**config.mk**
```make
export PLATFORM = sky130hd
export DESIGN_NAME = ov7670_cfg_sequencer_flat
export DESIGN_NICKNAME = d
export VERILOG_FILES = /design/src/rtl/ov7670_cfg_sequencer_pkg.sv /design/src/rtl/ov7670_cfg_sequencer_if.sv /design/src/rtl/ov7670_cfg_sequencer_delay_timer.sv /design/src/rtl/ov7670_cfg_sequencer.sv /design/src/flat_wrapper.sv
export SDC_FILE = /design/constraint.sdc
export NUM_CORES = 1
export LEC_CHECK = 0
export CAP_MARGIN = 0
export CORE_MARGIN = 1.5
export CORE_UTILIZATION = 53
export CTS_CLUSTER_SIZE = 16
export DETAILED_ROUTE_END_ITERATION = 12
export GPL_TIMING_DRIVEN = 0
export PLACE_DENSITY = 0.75
export SLEW_MARGIN = 20
export SYNTH_ARGS = -nofsm -noshare
export SYNTH_HDL_FRONTEND = slang
export SYNTH_SLANG_ARGS = --single-unit
```
**constraint.sdc**
```tcl
create_clock -name clk -period 2.6 [get_ports clk]
set_input_delay 0.52 -clock clk [delete_from_list [all_inputs] [get_ports clk]]
set_output_delay 0.52 -clock clk [all_outputs]
set_load 0.1 [all_outputs]
```
**src/rtl/ov7670_cfg_sequencer_pkg.sv**
```systemverilog
// Shared constants and types for the OV7670 configuration sequencer.
// Covers ROM marker words, the sequencer state set and ROM entry field positions.
package ov7670_cfg_pkg;

   localparam logic [15:0] CFG_END_WORD         = 16'hFFFF;
   localparam logic [15:0] CFG_DELAY_WORD       = 16'hFFF0;
   localparam int          DEFAULT_DELAY_CYCLES = 250000;

   // ROM entry layout: {register address, register value}
   localparam int ENTRY_REG_MSB  = 15;
   localparam int ENTRY_REG_LSB  = 8;
   localparam int ENTRY_DATA_MSB = 7;
   localparam int ENTRY_DATA_LSB = 0;

   typedef enum logic [2:0] {
      ST_IDLE,
      ST_ADDR,
      ST_ROMWAIT,
      ST_DECODE,
      ST_SEND,
      ST_DELAY,
      ST_DONE
   } cfg_state_e;

endpackage

```
**src/rtl/ov7670_cfg_sequencer_if.sv**
```systemverilog
// Write-command channel from the configuration sequencer to the SCCB master.
// Handshake: a transfer happens on a clock edge where cmd_valid and cmd_ready are both 1; once raised,
// cmd_valid, cmd_reg and cmd_data stay stable until that edge, and cmd_valid never depends on cmd_ready.
interface ov7670_cfg_sequencer_if;
   logic       cmd_valid;
   logic       cmd_ready;
   logic [7:0] cmd_reg;
   logic [7:0] cmd_data;

   modport master (output cmd_valid, output cmd_reg, output cmd_data, input cmd_ready);
   modport slave  (input cmd_valid, input cmd_reg, input cmd_data, output cmd_ready);
endinterface

```
**src/rtl/ov7670_cfg_sequencer_delay_timer.sv**
```systemverilog
// Loadable down-counter. expired is high while the count sits at zero.
// Also usable for the post-reset camera power-up wait.
module cfg_delay_timer #(
   parameter int W = 18
) (
   input  logic         clk,
   input  logic         rst_n,
   input  logic         load,
   input  logic [W-1:0] load_val,
   input  logic         en,
   output logic         expired
);

   logic [W-1:0] cnt;

   always_ff @(posedge clk or negedge rst_n) begin
      if (!rst_n) begin
         cnt <= '0;
      end else if (load) begin
         cnt <= load_val;
      end else if (en && (cnt != '0)) begin
         cnt <= cnt - 1'b1;
      end
   end

   assign expired = (cnt == '0);

endmodule

```
**src/rtl/ov7670_cfg_sequencer.sv**
```systemverilog
// Walks the OV7670 configuration ROM and issues one SCCB write per entry.
// Marker entries insert a settling delay or end the sequence.
module ov7670_cfg_sequencer
   import ov7670_cfg_pkg::*;
#(
   parameter int          ADDR_W       = 8,
   parameter int          DELAY_CYCLES = DEFAULT_DELAY_CYCLES,
   parameter logic [15:0] END_WORD     = CFG_END_WORD,
   parameter logic [15:0] DELAY_WORD   = CFG_DELAY_WORD
) (
   input  logic                       clk,
   input  logic                       rst_n,
   input  logic                       start,
   output logic [ADDR_W-1:0]          rom_addr,
   input  logic [15:0]                rom_data,
   ov7670_cfg_sequencer_if.master     cmd,
   output logic                       busy,
   output logic                       done,
   output logic [7:0]                 write_count,
   output cfg_state_e                 dbg_state
);

   // The counter holds DELAY_CYCLES-1 down to 0, so DELAY_CYCLES values in total.
   localparam int                CNT_W    = (DELAY_CYCLES > 1) ? $clog2(DELAY_CYCLES) : 1;
   localparam logic [CNT_W-1:0]  DLY_LOAD = CNT_W'(DELAY_CYCLES - 1);
   localparam logic [ADDR_W-1:0] ADDR_MAX = '1;

   cfg_state_e  state;
   logic [15:0] entry;
   logic        dly_load;
   logic        dly_en;
   logic        dly_expired;
   logic        last_addr;

   assign dly_load  = (state == ST_DECODE) && (entry == DELAY_WORD);
   assign dly_en    = (state == ST_DELAY);
   assign last_addr = (rom_addr == ADDR_MAX);
   assign dbg_state = state;

   cfg_delay_timer #(
      .W (CNT_W)
   ) u_delay (
      .clk      (clk),
      .rst_n    (rst_n),
      .load     (dly_load),
      .load_val (DLY_LOAD),
      .en       (dly_en),
      .expired  (dly_expired)
   );

   always_ff @(posedge clk or negedge rst_n) begin
      if (!rst_n) begin
         state         <= ST_IDLE;
         rom_addr      <= '0;
         entry         <= '0;
         cmd.cmd_valid <= 1'b0;
         cmd.cmd_reg   <= '0;
         cmd.cmd_data  <= '0;
         busy          <= 1'b0;
         done          <= 1'b0;
         write_count   <= '0;
      end else begin
         case (state)
            ST_IDLE, ST_DONE: begin
               if (start) begin
                  state       <= ST_ADDR;
                  rom_addr    <= '0;
                  write_count <= '0;
                  busy        <= 1'b1;
                  done        <= 1'b0;
               end
            end
            ST_ADDR: state <= ST_ROMWAIT;
            ST_ROMWAIT: begin
               entry <= rom_data;
               state <= ST_DECODE;
            end
            ST_DECODE: begin
               if (entry == END_WORD) begin
                  state <= ST_DONE;
                  busy  <= 1'b0;
                  done  <= 1'b1;
               end else if (entry == DELAY_WORD) begin
                  state <= ST_DELAY;
               end else begin
                  state         <= ST_SEND;
                  cmd.cmd_valid <= 1'b1;
                  cmd.cmd_reg   <= entry[ENTRY_REG_MSB:ENTRY_REG_LSB];
                  cmd.cmd_data  <= entry[ENTRY_DATA_MSB:ENTRY_DATA_LSB];
               end
            end
            ST_SEND: begin
               if (cmd.cmd_ready) begin
                  cmd.cmd_valid <= 1'b0;
                  if (write_count != 8'hFF) write_count <= write_count + 8'd1;
                  // The top address is terminal: finish instead of wrapping to 0.
                  if (last_addr) begin
                     state <= ST_DONE;
                     busy  <= 1'b0;
                     done  <= 1'b1;
                  end else begin
                     rom_addr <= rom_addr + 1'b1;
                     state    <= ST_ADDR;
                  end
               end
            end
            ST_DELAY: begin
               if (dly_expired) begin
                  if (last_addr) begin
                     state <= ST_DONE;
                     busy  <= 1'b0;
                     done  <= 1'b1;
                  end else begin
                     rom_addr <= rom_addr + 1'b1;
                     state    <= ST_ADDR;
                  end
               end
            end
            default: state <= ST_IDLE;
         endcase
      end
   end

endmodule

```
**src/flat_wrapper.sv**
```systemverilog
// flat-port wrapper written by rule: the top's interface ports become plain ports
module ov7670_cfg_sequencer_flat import ov7670_cfg_pkg::*;
#(
   parameter int          ADDR_W       = 8,
   parameter int          DELAY_CYCLES = DEFAULT_DELAY_CYCLES,
   parameter logic [15:0] END_WORD     = CFG_END_WORD,
   parameter logic [15:0] DELAY_WORD   = CFG_DELAY_WORD
)
  (clk, rst_n, start, rom_addr, rom_data, busy, done, write_count, dbg_state, cmd_cmd_valid, cmd_cmd_reg, cmd_cmd_data, cmd_cmd_ready);
  ov7670_cfg_sequencer_if cmd_i ();
  input  logic clk;
  input  logic rst_n;
  input  logic start;
  output logic [ADDR_W-1:0] rom_addr;
  input  logic [15:0] rom_data;
  output logic busy;
  output logic done;
  output logic [7:0] write_count;
  output cfg_state_e dbg_state;
  output wire logic [$bits(cmd_i.cmd_valid)-1:0] cmd_cmd_valid;
  output wire logic [$bits(cmd_i.cmd_reg)-1:0] cmd_cmd_reg;
  output wire logic [$bits(cmd_i.cmd_data)-1:0] cmd_cmd_data;
  input wire logic [$bits(cmd_i.cmd_ready)-1:0] cmd_cmd_ready;
  assign cmd_cmd_valid = cmd_i.cmd_valid;
  assign cmd_cmd_reg = cmd_i.cmd_reg;
  assign cmd_cmd_data = cmd_i.cmd_data;
  assign cmd_i.cmd_ready = cmd_cmd_ready;
  ov7670_cfg_sequencer #(.ADDR_W(ADDR_W), .DELAY_CYCLES(DELAY_CYCLES), .END_WORD(END_WORD), .DELAY_WORD(DELAY_WORD)) u_core (.clk(clk), .rst_n(rst_n), .start(start), .rom_addr(rom_addr), .rom_data(rom_data), .cmd(cmd_i), .busy(busy), .done(done), .write_count(write_count), .dbg_state(dbg_state));
endmodule
```
==> flow_metrics.tcl <==
set metrics [dict create \
    cpMaxStageDelayCell "clkdlybuf4s50_1" \
    synth_edf_count 0 \
    clock-sinks 72 \
    start_util_pct 55.6 \
    reg2reg_from "u_core.u_delay.cnt[0]" \
    layout-drive-gt1-share_pct 15.9 \
    antennaDiodeCount 0 \
    cp_max_fo 7 \
    drv_slew 0 \
    maxCapViolCount 0 \
    hold_ws_ns 0.0969 \
    core_sq_mm 0.00642 \
    postCtsHoldBufs 0 \
    grt_max_degree 46 \
    drt-total-wl_mm 7.63 \
    timing.final.crit_share_pct 95.5 \
    largest_register "u_core.u_delay.cnt" \
    critPathArrivalTime_ns 1.96 \
    synthTopCellsByCount "dfrtp_1, mux2_2, nand2_1, o21ai_0, nor2_1" \
    synthMostInstantiatedCell "dfrtp_1" \
    gr-usage-all-layers_pct 22.9 \
    syn-cell-area_sq_mm 0.00357 \
    crit_chain "clkdlybuf4s50_1" \
    drtPass1Iterations 9 \
    violations "design-rule violations" \
    route.detailed.drc 1 \
    cp_num_buf_inv 1 \
    cts_max_path_buffers 2 \
    synth_top_area_share_pct 50.4 \
    wl_per_cell_microns 15.9 \
    num_rows 29 \
    rsz0062_at_grt "false" \
    rrSetupSlack_ns 0.21 \
    dp_hpwl_mm 5.60 \
    clock-skew-final_ns 0.0110 \
    syn_area_per_cell_sq_um 10.9 \
    synthCells 328 \
    insertion_delay_ns 0.34 \
    finalNonFillerCells 479 \
    ant_nets 0 \
    cts_root_buffer "clkbuf_8" \
    hold_viol_final 0 \
    hold_path_class "primary input to asynchronous set/reset pin" \
    fin_crit_ns 2.48 \
    synth_flop_cell "dfrtp_1" \
    netlist.top_cell.by_area "dfrtp_1" \
    syn_nets 351 \
    htree_num_levels 3 \
    global_route.overflow_total 0 \
    cp.depth 1 \
    path_delay_family "buffers and inverters" \
    startpoint "u_core.write_count[4]" \
    ys.warnings.count 0 \
    place_inst 463 \
    critical_path.endpoint "write_count[4]" \
    cts_buffers 9 \
    clk_pin_slew_ns 0.08 \
    fmax_ghz 0.403 \
    slowest_delay_ns 1.17 \
    nets 420 \
    setup_viol 0 \
    drtIter0Drc 202 \
    largest_register_ffs 18 \
    die-area_sq_mm 0.00724 \
    reg2reg_depth 8 \
    fp.dieW_microns 85.1 \
    place.gp.congestion 0.867 \
    cts_tree "built" \
    grt_pass1_wl_mm 13.1 \
    crit_required_ns 2.08 \
    final_util_pct 69.3 \
    ys_seq_elements 72 \
    vias 2775 \
    ys_seq_area_share_pct 50.4 \
    io_pins 58 \
    die_h_microns 85.1 \
    reg2reg_to "u_core.rom_addr[0]" \
    postSynth.asyncResetShare_pct 100 \
    tightest_slew_ns 0.995 \
    critPathLaunchType "register" \
    via_per_inst 5.79 \
    slew_headroom_pct 33.5 \
    status "finished with violations" \
    antenna_found_initial 0 \
    critPathKind "register to output pin" \
    syn2layout_area_growth_pct 24.5 \
    synth_area_leaders "dfrtp_1, mux2_2, mux2_4" \
    largestRegisters "u_core.u_delay.cnt x18, u_core.entry x16" \
    grt_pass1_vias 2716 \
    io_buffers 57 \
    endpoint_kind "output pin" \
    synth_cell_types 49 \
]
stage by stage:
step	setup TNS, ns	cell area (sq um)	worst slack, ns
after floorplan	0	3570	0.0399
after global placement	-104.81	4240	-1.46
after detailed placement	0	4270	0.0320
after CTS	0	4450	0.0569
after global routing	0	4450	0.0238
final	0	4450	0.116
layout by cell type, fill, tap and decap left out, drive strengths merged, types with 10 or more instances in the layout:
cell	instances
dfrtp	72
clkdlybuf4s50	55
mux2	34
nand2	23
o21ai	20
clkbuf	20
nor2	18
a21oi	16
nor3	12
or3	11
nand4	10
timing repair:
action | in CTS | in global routing
setup buffers | 0 | 0
endpoints found under the setup margin | 0 | 3
resized for setup | 0 | 3
hold endpoints to repair | 0 | 0
kinds of logic after synthesis:
family / synth area share (%)
flip-flops: 50.4
AO/OA/AOI/OAI: 12.3
adder cells (fa/ha/maj): 1.05
buffers and inverters: 2.38
multiplexers: 14.0
XOR/XNOR: 2.94
AND/OR/NAND/NOR: 16.9
worst min path at each step:
stage                                 from                endpoint  slack, ns  cells after the start
floorplan                            rst_n             u_core.busy       0.22                      0
global placement    u_core.u_delay.cnt[17]  u_core.u_delay.cnt[17]       0.48                      1
detailed placement                   rst_n      u_core.rom_addr[2]       0.47                      1
CTS                                  rst_n      u_core.rom_addr[6]        0.1                      1
global route                         rst_n      u_core.rom_addr[6]       0.12                      1
finish                               rst_n      u_core.rom_addr[2]        0.1                      1
final cells by class:
| class | instances | area [sq um] |
|---|---|---|
| inverter | 7 | 26.3 |
| buffer | 13 | 60.1 |
| fill | 486 | 1970 |
| clock inverter | 6 | 42.5 |
| timing repair buffer | 58 | 598 |
| clock buffer | 10 | 138 |
| multi-input combinational | 236 | 1690 |
| sequential | 72 | 1800 |
| tap | 77 | 96.3 |
routing by layer:
metal | wire length (microns) | track usage, %
met5 | 0 | 0
met4 | 112 | 9.54
met3 | 281 | 4.67
met2 | 3600 | 34.5
met1 | 3640 | 32.5
Power is not shown: default switching activity piles up to over one toggle a cycle in this logic, so the estimate is an artifact.
==> variant 1 (config.mk and constraints unchanged) <==
`ADDR_W` is set to 8 in 2 places; all go to 9.
--- a/src/rtl/ov7670_cfg_sequencer.sv
+++ b/src/rtl/ov7670_cfg_sequencer.sv
@@ -3,7 +3,7 @@
 module ov7670_cfg_sequencer
    import ov7670_cfg_pkg::*;
 #(
-   parameter int          ADDR_W       = 8,
+   parameter int          ADDR_W       = 9,
    parameter int          DELAY_CYCLES = DEFAULT_DELAY_CYCLES,
    parameter logic [15:0] END_WORD     = CFG_END_WORD,
    parameter logic [15:0] DELAY_WORD   = CFG_DELAY_WORD
--- a/src/flat_wrapper.sv
+++ b/src/flat_wrapper.sv
@@ -1,7 +1,7 @@
 // flat-port wrapper written by rule: the top's interface ports become plain ports
 module ov7670_cfg_sequencer_flat import ov7670_cfg_pkg::*;
 #(
-   parameter int          ADDR_W       = 8,
+   parameter int          ADDR_W       = 9,
    parameter int          DELAY_CYCLES = DEFAULT_DELAY_CYCLES,
    parameter logic [15:0] END_WORD     = CFG_END_WORD,
    parameter logic [15:0] DELAY_WORD   = CFG_DELAY_WORD
Ports: changed (resized rom_addr); port bits go from 58 to 59. The function was not compared with the original's and may differ.
==> variant 1 against the original RTL <==
Synthesized area is 0.70% higher. The flow still finishes with violations (DRC). Sequential cell count up 1. Highest routed layer unchanged. Routed wire length grew 1.9%. Critical path type unchanged. Core utilization rose by 1.1 points. Setup slack got worse by 0.0074 ns. Design area is 2.2% higher.
==> variant 1: results (changes against the original RTL) <==
Root Driver clkbuf_8; failing checks DRC; syn_nets 356 (+1.4%); crit-path max FO 6 (-1); biggest area consumer among synthesized cells dfrtp_1; via count 2845 (+2.5%); final cell count without fillers 484 (+1.0%); Worst path max stage delay 1.17 ns (about the same); Nets 426 (+1.4%); drt pass-1 iters 8 (-1); initial antenna violation count 0 (unchanged); slowest stage cell, crit path clkdlybuf4s50_1; postcts setup bufs 0 (unchanged); synth unique cells 51 (+4.1%); Hold Vio Cnt, Final 0 (unchanged); placed cell count 468 (+1.1%); sequential area share after synthesis 50.8% (+0.34 points); largest net degree at the start of global routing 38 (-17%); dpl cell area 4300 um^2 (+0.88%); DR DRC count 3 (+2); HPWL after DPL 5570 um (-0.45%); Post-Synthesis Mean Instance Area 10.8 um^2 (-0.51%); Multi-input gate area 1710 um^2 (+1.2%); FILL cells 501 (+3.1%); DRT iter0 DRCs 155 (-23%); path type of the worst min-delay path in2async; GPL Wtd Cong 0.792 (-8.7%); CTS Buf Count 9 (unchanged); status finished, violations left; Slew @ Worst Pin 1.00 ns (+0.00601 ns); Routed WL 7780 um (+1.9%); Buffers on Ports 58 (+1.8%); share of layout cells above drive strength 1 17.7% (+1.8 points); Clock transition at path regs 0.08 ns (about the same); Largest regs u_core.u_delay.cnt x18, u_core.entry x16, u_core.rom_addr x9; # diodes 0 (unchanged); gr usage total 22.7% (-0.19 points); Skew-Pair Late Insertion Delay 0.34 ns (about the same); first-pass GRT wire length 13100 um (-0.21%); ranking of synthesized cells by area dfrtp_1, mux2_2, xnor2_1; top cells by count, synth dfrtp_1, mux2_2, nand2_1; clock skew 0.0112 ns (+0.000185 ns)
==> variant 1: cell count changes after synthesis, moves of 5 or more <==
cell and change:
mux2_4 -10, mux2_2 +9, xnor2_1 +8, xor2_1 -6
o21ai_0 -5
==> variant 1: area by class of cell <==
type                    count  share of cell area [%]
multi-input cells         241                    37.5
flip-flops and latches     73                    40.3
plain buffers              12                    1.10
clock buffers               9                    2.72
repair buffers             59                    13.2
inverters                   6                   0.495
clock inverters             7                    2.59
well taps                  77                    2.12
==> variant 1: routing by layer <==
layer	track usage [%]	part of all wire, %	up-vias
li1	-	-	1368
met1	30.5	45	1400
met2	35.4	47	66
met3	6.42	6.1	11
met4	8.21	1.5	0
met5	0	0	-
==> variant 1: path summary, 6_finish.rpt <==
path	slack (ns)	cells after the start	endpoint	start
setup / recovery	0.11	1	write_count[4]	u_core.write_count[4]
hold / removal	0.13	1	u_core.u_delay.cnt[0]	rst_n
setup reg to reg	0.22	7	u_core.rom_addr[7]	u_core.u_delay.cnt[10]
hold reg to reg	0.50	2	u_core.done	u_core.done
max in group asynchronous	1.90	2	u_core.dbg_state[1]	rst_n
min in group clk	0.50	2	u_core.done	u_core.done
==> variant 1: repair_timing <==
| action | CTS | global route |
|---|---|---|
| hold buffers | 0 | 0 |
| resized for setup | 0 | 1 |
| endpoints found under the setup margin | 0 | 9 |
==> variant 1: logic make-up after synthesis <==
logic type,Yosys count,synth area share [%]
multiplexers,38,11.7
AND/OR/NAND/NOR,131,20.9
flip-flops,73,50.8
AO/OA/AOI/OAI,54,9.84
adder cells (fa/ha/maj),4,1.39
XOR/XNOR,14,3.41
buffers and inverters,18,2.02
==> variant 1: power by group <==
group          internal (mW)  switching [mW]  total (mW)  leakage [nW]
registers               1.58           0.346        1.92         0.918
logic                   1.12            2.42        3.54         0.814
clock network          0.639           0.434        1.07         0.124
total                   3.34            3.20        6.53          1.86
==> variant 1: stage by stage <==
step | hold slack [ns] | worst slack, ns | total power [mW]
final | 0.130 | 0.109 | 6.53
after CTS | 0.144 | 0.0493 | 6.56
after floorplan | 0.224 | 0.0236 | 4.63
after detailed placement | 0.481 | -0.185 | 5.48
after global placement | 0.479 | -1.81 | 5.39
after global routing | 0.158 | 0.00992 | 6.89
==> variant 2 (config.mk and constraints unchanged) <==
Without the edit above. Make the reset (`rst_n`) synchronous in 2 clocked blocks.
--- a/src/rtl/ov7670_cfg_sequencer_delay_timer.sv
+++ b/src/rtl/ov7670_cfg_sequencer_delay_timer.sv
@@ -13,7 +13,7 @@
 
    logic [W-1:0] cnt;
 
-   always_ff @(posedge clk or negedge rst_n) begin
+   always_ff @(posedge clk) begin
       if (!rst_n) begin
          cnt <= '0;
       end else if (load) begin
--- a/src/rtl/ov7670_cfg_sequencer.sv
+++ b/src/rtl/ov7670_cfg_sequencer.sv
@@ -48,7 +48,7 @@
       .expired  (dly_expired)
    );
 
-   always_ff @(posedge clk or negedge rst_n) begin
+   always_ff @(posedge clk) begin
       if (!rst_n) begin
          state         <= ST_IDLE;
          rom_addr      <= '0;
Behaviour: differs if rst_n is asserted again (counterexample within 4 cycles, from zero or initial values and one cycle with rst_n low); with rst_n held inactive, the same outputs for 10 cycles.
==> variant 2 against the original RTL <==
Routed wire length increased by 2.8%. Design area decreased by 3.4%. Core utilization decreased by 0.81 points. Critical endpoint is now rom_addr[2]. First-iteration DRC count decreased by 12%. Sequential cell count unchanged. Setup slack improved by 0.0092 ns. Maximum frequency increased by 0.37%. Synthesized area decreased by 4.2%. Register-to-register slack improved by 0.12 ns.
==> variant 2: results (changes against the original RTL) <==
status finished clean; placed cell count 513 (+11%); HPWL after DPL 5670 um (+1.3%); GPL Wtd Cong 0.870 (+0.25%); VDD IR max approximately 0.50 mV; Nets 471 (+12%); drt pass-1 iters 4 (-5); Reg2Reg Launch Point u_core.dbg_state[1]; dpl cell area 4090 um^2 (-4.1%); relative slew slack 34.1% (+0.62 points); RR Endpoint u_core.cmd.cmd_reg[4]; Root Driver clkbuf_8; top cells by count, synth dfxtp_1, nand2_1, a21boi_0; clock network fraction of total power about two fifths; largest net degree at the start of global routing 14 (-70%); asr flop ratio synth 0% (-100 points); Synth Area in Adders 1.46% (+0.41 points); Final Util 68.5% (-0.81 points); met3 Track Usage GR 6.36% (+1.7 points); clk pwr slightly above 0.9 mW; clock skew 0.0102 ns (-0.000776 ns); Routed WL 7840 um (+2.8%); r2r setup slk 0.33 ns (+0.12 ns); Synth Area in XOR/XNOR 5.37% (+2.4 points); Post-Synthesis Mean Instance Area 9.03 um^2 (-17%); origin of the worst setup path u_core.rom_addr[2]; Ys Warns 0 (unchanged); leakage 1.45 nW; via count 2954 (+6.5%); syn_nets 403 (+15%); Skew-Pair Late Insertion Delay approximately 0.35 ns; CP Capture Point rom_addr[2]; synth unique cells 52 (+6.1%); FILL cells 539 (+11%); vias in the first global route 2812 (+3.5%); multiplexer share of the synthesized area 5.05% (-9.0 points); Via-to-Cell Ratio 5.58 (-3.6%); DRT iter0 DRCs 178 (-12%); Place WS -0.139 ns (-0.171 ns); CP delay by family, top buffers and inverters; gr usage total 23.4% (+0.49 points); Clock Path Buffers 2 (unchanged); CTS H-tree lvls 3 (unchanged); path type of the worst min-delay path reg2reg; Buffers on Ports 57 (unchanged); Hold Crit Start u_core.u_delay.cnt[8]; Clock transition at path regs 0.08 ns (about the same); met2 Use GR 40.4% (+5.9 points); R2R depth 7 (-1); sequential area share after synthesis 42.1% (-8.3 points); Compound-Gate Fraction of Synth Area 16.5% (+4.1 points); share of layout cells above drive strength 1 8.19% (-7.7 points); first-pass GRT wire length 13200 um (+0.42%); routing usage on met1 29.1% (-3.4 points); ranking of synthesized cells by area dfxtp_1, a21boi_0, nand2_1; fin crit share 95.2% (-0.35 points)
-- variant 2: area by class of cell --
type	count	share of cell area, %
Buffer	21	2.18
Clock buffer	10	3.20
Multi-Input combinational cell	280	43.4
Tap cell	77	2.24
Timing Repair Buffer	57	13.3
Inverter	6	0.524
Clock inverter	6	1.57
Sequential cell	72	33.6
-- variant 2: layer usage --
layer | share of wire, % | vias up
met1 | 46 | 1389
li1 | - | 1500
met5 | 0 | -
met4 | 0.94 | 0
met3 | 4.2 | 6
met2 | 49 | 59
-- variant 2: worst min-delay path by stage --
stage | to | slack, ns | cells past startpoint
final | u_core.u_delay.cnt[8] | 0.48 | 2
after global routing | u_core.u_delay.cnt[8] | 0.49 | 2
after CTS | u_core.u_delay.cnt[8] | 0.48 | 2
after detailed placement | u_core.u_delay.cnt[8] | 0.47 | 2
after global placement | u_core.u_delay.cnt[8] | 0.45 | 2
after floorplan | u_core.u_delay.cnt[8] | 0.44 | 2
